**config.mk**
```make
export PLATFORM = sky130hd
export DESIGN_NAME = pc_fetch
export DESIGN_NICKNAME = d
export VERILOG_FILES = /design/src/rtl/pc_fetch.sv
export SDC_FILE = /design/constraint.sdc
export NUM_CORES = 1
export LEC_CHECK = 0
export ABC_AREA = 1
export CAP_MARGIN = 15
export CORE_MARGIN = 1.5
export CORE_UTILIZATION = 52
export DETAILED_ROUTE_END_ITERATION = 10
export GPL_TIMING_DRIVEN = 1
export PLACE_DENSITY = 0.78
export SYNTH_ARGS = -nofsm -noshare
export SYNTH_HDL_FRONTEND = slang
export SYNTH_SLANG_ARGS = --single-unit
```
**constraint.sdc**
```tcl
create_clock -name clk -period 2.2 [get_ports clk]
set_clock_uncertainty 0.2 [all_clocks]
set_input_delay 0.44 -clock clk [delete_from_list [all_inputs] [get_ports clk]]
set_output_delay 0.44 -clock clk [all_outputs]
set_load 0.02 [all_outputs]
```
**src/rtl/pc_fetch.sv**
```systemverilog
// pc_fetch: instruction fetch stage with a one-entry skid register and delayed-branch redirect.
// Latency: instr/instrPC become valid one cycle after the memReady that completes the read.
// Backpressure: stall freezes the instr outputs; a read that finishes under stall parks in the skid.
// Ports: clk, rst (async, active low); stall, shouldUseNewPC, branchTo from decode/branch unit;
//        memReq, memAddr, memReady, memData to instruction memory; instr, instrPC, instrValid,
//        pcAddress (instrPC+4) to decode/branch; addrError is a sticky misaligned-target flag.
module pc_fetch #(
  parameter logic [31:0] RESET_PC = 32'h0000_0000
) (
  input  logic        clk,
  input  logic        rst,
  input  logic        stall,
  input  logic        shouldUseNewPC,
  input  logic [31:0] branchTo,
  output logic        memReq,
  output logic [31:0] memAddr,
  input  logic        memReady,
  input  logic [31:0] memData,
  output logic [31:0] instr,
  output logic [31:0] instrPC,
  output logic        instrValid,
  output logic [31:0] pcAddress,
  output logic        addrError
);

  typedef enum logic [1:0] {
    BOOT = 2'd0,
    REQ  = 2'd1,
    HOLD = 2'd2
  } fetchState_e;

  fetchState_e state;
  fetchState_e stateNext;

  logic [31:0] fetchPC;
  logic [31:0] nextPC;
  logic [31:0] pendingTarget;
  logic        pendingValid;
  logic [31:0] skidData;
  logic [31:0] skidAddr;

  logic complete;     // read finishes this cycle
  logic advance;      // a word moves into instr and fetchPC steps forward
  logic redirectSeen;
  logic redirectOk;
  logic redirectBad;

  assign memAddr   = fetchPC;
  assign pcAddress = instrPC + 32'd4;

  // Each valid instruction sees exactly one cycle with stall=0, so the redirect
  // request is sampled once per instruction.
  assign redirectSeen = instrValid && !stall && shouldUseNewPC;
  assign redirectOk   = redirectSeen && (branchTo[1:0] == 2'b00);
  assign redirectBad  = redirectSeen && (branchTo[1:0] != 2'b00);

  always_ff @(posedge clk or negedge rst) begin
    if (!rst) begin
      state <= BOOT;
    end else begin
      state <= stateNext;
    end
  end

  always_comb begin
    stateNext = state;
    memReq    = 1'b0;
    complete  = 1'b0;
    advance   = 1'b0;
    case (state)
      BOOT: begin
        stateNext = REQ;
      end
      REQ: begin
        memReq   = 1'b1;
        complete = memReady;
        if (memReady) begin
          if (stall) begin
            stateNext = HOLD;
          end else begin
            advance = 1'b1;
          end
        end
      end
      HOLD: begin
        if (!stall) begin
          advance   = 1'b1;
          stateNext = REQ;
        end
      end
      default: begin
        stateNext = BOOT;
      end
    endcase
  end

  // When a redirect is sampled in the same cycle the word behind the branch
  // (its delay slot) is delivered, the target goes straight into fetchPC.
  always_comb begin
    nextPC = fetchPC + 32'd4;
    if (redirectOk) begin
      nextPC = branchTo;
    end else if (pendingValid) begin
      nextPC = pendingTarget;
    end
  end

  always_ff @(posedge clk or negedge rst) begin
    if (!rst) begin
      fetchPC       <= RESET_PC;
      instr         <= 32'h0;
      instrPC       <= 32'h0;
      instrValid    <= 1'b0;
      pendingTarget <= 32'h0;
      pendingValid  <= 1'b0;
      skidData      <= 32'h0;
      skidAddr      <= 32'h0;
      addrError     <= 1'b0;
    end else begin
      if (advance) begin
        fetchPC    <= nextPC;
        instrValid <= 1'b1;
        if (state == HOLD) begin
          instr   <= skidData;
          instrPC <= skidAddr;
        end else begin
          instr   <= memData;
          instrPC <= fetchPC;
        end
      end else if (complete) begin
        // Completion without advance means decode is stalled: park the word.
        skidData <= memData;
        skidAddr <= fetchPC;
      end else if (state == REQ && !stall) begin
        instrValid <= 1'b0;
      end

      if (advance) begin
        pendingValid <= 1'b0;
      end else if (redirectOk) begin
        pendingValid  <= 1'b1;
        pendingTarget <= branchTo;
      end

      if (redirectBad) begin
        addrError <= 1'b1;
      end
    end
  end

endmodule

```
# Word-level counts from Yosys, hierarchy flattened

Index checks and enable logic that the tools add are counted.

Register bits: 197
Input port bits: 69
Word-level logic and storage cells: 52

Bitwise logic cells: 1
Mux-type cells: 18
Equal/unequal tests: 6
Reductions and logical operators: 15
$add $sub $neg: 2

Operators by type and width:

| kind                                                            | count |
|---|---|
| 32-bit 2-to-1 mux                                               | 4 |
| 32-bit by 3-bit adder with 32-bit output, second input constant | 2 |
| 1-bit 2-to-1 mux                                                | 9 |
| 2-bit 2-to-1 mux                                                | 3 |
| 2-bit != test, second input constant                            | 3 |
| 2-bit case mux with 3 select lines                              | 1 |
| 2-bit AND reduction                                             | 3 |
| 2-bit nonzero test                                              | 3 |
| 1-bit logical AND                                               | 5 |
| 2-bit logical NOT                                               | 2 |
| 3-bit AND reduction                                             | 1 |
| 2-bit by 1-bit == test with 1-bit output, second input constant | 1 |
| 2-bit == test, second input constant                            | 1 |
| 2-bit by 1-bit != test with 1-bit output, second input constant | 1 |
| 1-bit case mux with 2 select lines                              | 1 |
| 1-bit logical NOT                                               | 1 |
| 1-bit NOT                                                       | 1 |

# Depth between registers and ports, before layout

Word-level depth: 6
Mapped depth: 11

# Least setup slack after synthesis

OpenSTA, ideal clock, no wires.

Kind: register to output
Start point: register instrPC[3]
End point: output port pcAddress[22]
Arrival: 1723 ps
Data required time: 1560 ps
Cell stages (with the launch flop): 9
Setup slack: -163 ps
Cells stage by stage: dfrtp_1 > ha_1 > nand2_1 > nor3_4 > nand2_2 > inv_2 > nand3_2 > nor2_2 > xor2_1

Longest elaborated chain between the ends: 1

RTL lines:

| element                                  | line | source |
|---|---|---|
| start: declaration                       | 20   | `output logic [31:0] instrPC,` |
| start signal: assignment                 | 125  | `instrPC <= skidAddr;` |
| start signal: assignment                 | 128  | `instrPC <= fetchPC;` |
| 32-bit by 3-bit adder with 32-bit output | 49   | `assign pcAddress = instrPC + 32'd4;` |
| end: declaration                         | 22   | `output logic [31:0] pcAddress,` |

Every way passes these cells.

# Worst setup path in the final report

Start point: register instrPC[2]
End point: output port pcAddress[26]

The elaborated chain is that of the path after synthesis.

==> summary.md <==
| Metric | Value |
|---|---|
| Die ar. | `0.0203 mm²` |
| Post-placement cell area | `~0.013 mm²` |
| DP Wirelength | `21100 µm` |
| Multi-input gate area | `between 0.004 and 0.005 mm²` |
| Final #Nets | `1644` |
| Yosys reg bits | `197` |
| ANT cells | `0` |
| Clock slew at reported path FFs | `80 ps` |
| Worst path cell trace | `ha_4 > nand2_4 > nor3_4 > buf_4 > nand2_4 > nor2_4 > buf_6 > nand2_2 > nand2_2 > nand2_2 > buf_6` |
| Worst-case hold slack | `277 ps` |
| P_leak | `approximately 7.1 nW` |
| Layout Utilization | `74.9%` |
| Layout cell share with drive strength beyond 1 | `18.5%` |
| VDD IR max | `between 0.6 and 0.7 mV` |
| Synth area leader | `dfrtp_1` |
| Final WL | `29100 µm` |
| Crit Path Class | `register to output pin` |
| Tmin final | `between 2000 and 3000 ps` |
| Vias | `9753` |
| P&R area growth vs syn | `40.1%` |
| Final worst path period share | `119%` |
| TritonCTS clock tree | `done` |
| CTS HTree Levels | `4` |
| First-pass GRT wire length | `46900 µm` |
| CTS buffer count | `17` |
| Drt wl/cell | `15.8 µm` |
| CTS Sinks | `between 150 and 200` |
| Largest net degree at the start of global routing | `90` |
| Initial antenna violation count | `0` |
| Crit-path most repeated cell | `nand2_2` |
| Finished Layout Cells | `1843` |
| DR iter-0 viols | `761` |
| Failing checks | `negative setup slack` |
| Worst EP arrival | `1970 ps` |
| IO Pins | `200` |
| Fmax | `383 MHz` |
| Power per cell area | `between 1000 and 1500 mW/mm²` |
| Fillers | `1438` |
| Register Area | `0.00494 mm²` |
| Number of port buffers | `~200` |
| Final TNS setup | `-7200 ps` |
| Final hold violations | `0` |
| Startpoint types | `register` |
| Worst-path fanout max | `3` |
| DRC Markers | `0` |
| Ranking of synthesized cells by area | `dfrtp_1 (49%), nand2_1 (15%), o21ai_0 (4.5%)` |
| Cell Area, Synth | `between 0.01 and 0.015 mm²` |
| Post-Syn Instances | `1281` |
| ANT nets after route | `0` |
| Slowest cell on crit path | `dfrtp_2` |
| Post-synth top area share | `48.8%` |
| Total track usage | `29.4%` |
| Fin. max-slew vios | `0` |
| Placed cell count | `roughly 1800` |
| YS warnings | `0` |
| Crit path largest cell delay | `a little under 400 ps` |
| Vias in the first global route | `9396` |
| Max Root-Sink Buffers | `2` |
| Syn Area/Cell | `7.89 µm²` |
| CP required | `~1600 ps` |
| Clock Latency Late Sink | `450 ps` |
| Vias/cell | `5.29` |
| Net count after synthesis | `between 1000 and 1500` |
| Core box area | `0.0189 mm²` |
| Number of distinct library cells after synthesis | `33` |
| GR Overflow Total | `0` |
| Final WS setup | `-408 ps` |
| FP Rows | `50` |
| Outcome | `finished, violations left` |
| Die height | `approximately 140 µm` |
| Worst setup EP type | `output pin` |
| Initial Utilization | `53.5%` |
| Finished Cell Area | `0.0142 mm²` |
| Post-synthesis sequential area ratio | `around half` |
| Worst-Margin Slew | `407 ps` |
| Min-Delay Path Class | `register to register` |
| CTS Root Cell | `clkbuf_16` |
| Iteration count of the initial detailed-routing pass | `6` |
| Maxcap violations | `0` |
| GP Congestion | `0.947` |
| Die X | `around 140 µm` |
| RSZ-0062 raised after global routing | `true` |
| Rel. slew slack | `72.8%` |
| Finish-stage setup viols | `26` |
-- stage by stage --
step	setup WS, ps	power (mW)
6_report	-408	19.7
5_1_grt	-532	20.9
4_1_cts	-482	19.6
3_5_place_dp	-442	16.5
3_3_place_gp	-456	16.2
2_1_floorplan	0.839	11.6
-- cells in the mapped netlist --
cell type  number
nor2_4          3
buf_2          36
inv_4           1
mux2_2         32
xor2_1         31
nor2_1        121
o21bai_1        2
nor4_1          4
buf_4           4
nand2_1       414
or2_0           2
o211ai_1       26
clkbuf_1       26
inv_1         108
nand3_1        54
dfrtp_1       197
nor3_4          2
a211oi_1        1
inv_2           5
ha_1            5
nand2_2         2
o22ai_1         5
nor2_2          2
a21oi_1        32
nor3_2          1
nand4_2         1
a31oi_1        42
o21ai_0        91
nand4_1        10
nand3_2         2
a21oi_4         1
o21ai_1        10
nor3_1          8
-- worst max-delay path, delay by kind of cell (launching register included) --
kind	cells	cell delay, ps
DFF	1	390
adders and majority gates	1	150
and+or+nand+nor	7	580
buffers and inverters	3	420
-- per-layer routing --
metal / global-route usage (%) / wire length [µm] / share of wire (%) / up-vias
li1: - / - / - / 4722
met1: 42.3 / 13000 / 45 / 4581
met2: 46.5 / 13500 / 46 / 398
met3: 4.44 / 1960 / 6.7 / 52
met4: 8.41 / 639 / 2.2 / 0
met5: 0 / 0 / 0 / -
-- final cells by class --
class | count | area share, %
timing repair buffer | 336 | 22.4
sequential | 197 | 34.9
tap | 260 | 2.30
clock buffer | 17 | 3.00
inverter | 114 | 3.04
clock inverter | 15 | 1.48
multi-input combinational | 904 | 32.9
-- logic make-up (layout without fill, tap and decap cells) --
logic type,Yosys count,after routing,synth area share (%)
fa+ha+maj,5,5,0.619
buf+inv,180,482,7.30
flops,197,197,48.8
compound gates,210,210,11.8
mux,32,32,3.56
simple gates,626,626,25.3
xor+xnor,31,31,2.69
-- registers in the layout, summed over array words and instances, names as in the netlist --
signal         flops
instrPC           32
skidAddr          32
instr             32
state              2
memAddr           32
skidData          32
pendingValid       1
instrValid         1
addrError          1
pendingTarget     32
-- power breakdown --
group	switching, mW	internal (mW)	total, mW	leakage, nW
Combinational	5.46	4.24	9.70	4.37
Sequential	1.33	5.32	6.65	2.38
Clock	1.62	1.68	3.30	0.310
-- placed cells by master, fill, tap and decap left out, types with 7 or more instances in the layout --
cell type	instances
buf_12	14
buf_6	10
clkdlybuf4s50_1	110
o21ai_1	10
nor2_2	10
nand2_1	403
dlymetal6s2s_1	22
a21oi_1	32
nand3_1	52
dfrtp_1	190
nand4_1	10
dfrtp_2	7
nand2_2	9
clkbuf_16	17
dlygate4sd2_1	37
xor2_1	27
o211ai_1	26
nor2_1	110
mux2_2	32
inv_1	108
a31oi_1	42
o21ai_0	91
buf_4	138
-- timing repair --
action / CTS / global route
endpoints found under the hold margin: 37 / 0
resized for setup: 206 / 49
pin swaps: 16 / 12
setup endpoints to repair: 62 / 79
hold buffers: 1 / 0
setup buffers: 4 / 3
-- final timing paths --
check	start	cells past startpoint	to	slack [ps]
max	instrPC[2]	11	pcAddress[26]	-410
min in group asynchronous	rst	2	pendingTarget[10]	290
max reg2reg	state[0]	8	pendingTarget[21]	110
min reg2reg	pendingTarget[7]	2	pendingTarget[7]	280
max in group asynchronous	rst	3	memAddr[18]	890
min	pendingTarget[7]	2	pendingTarget[7]	280
No activity file was read; power rests on OpenSTA's default activity.
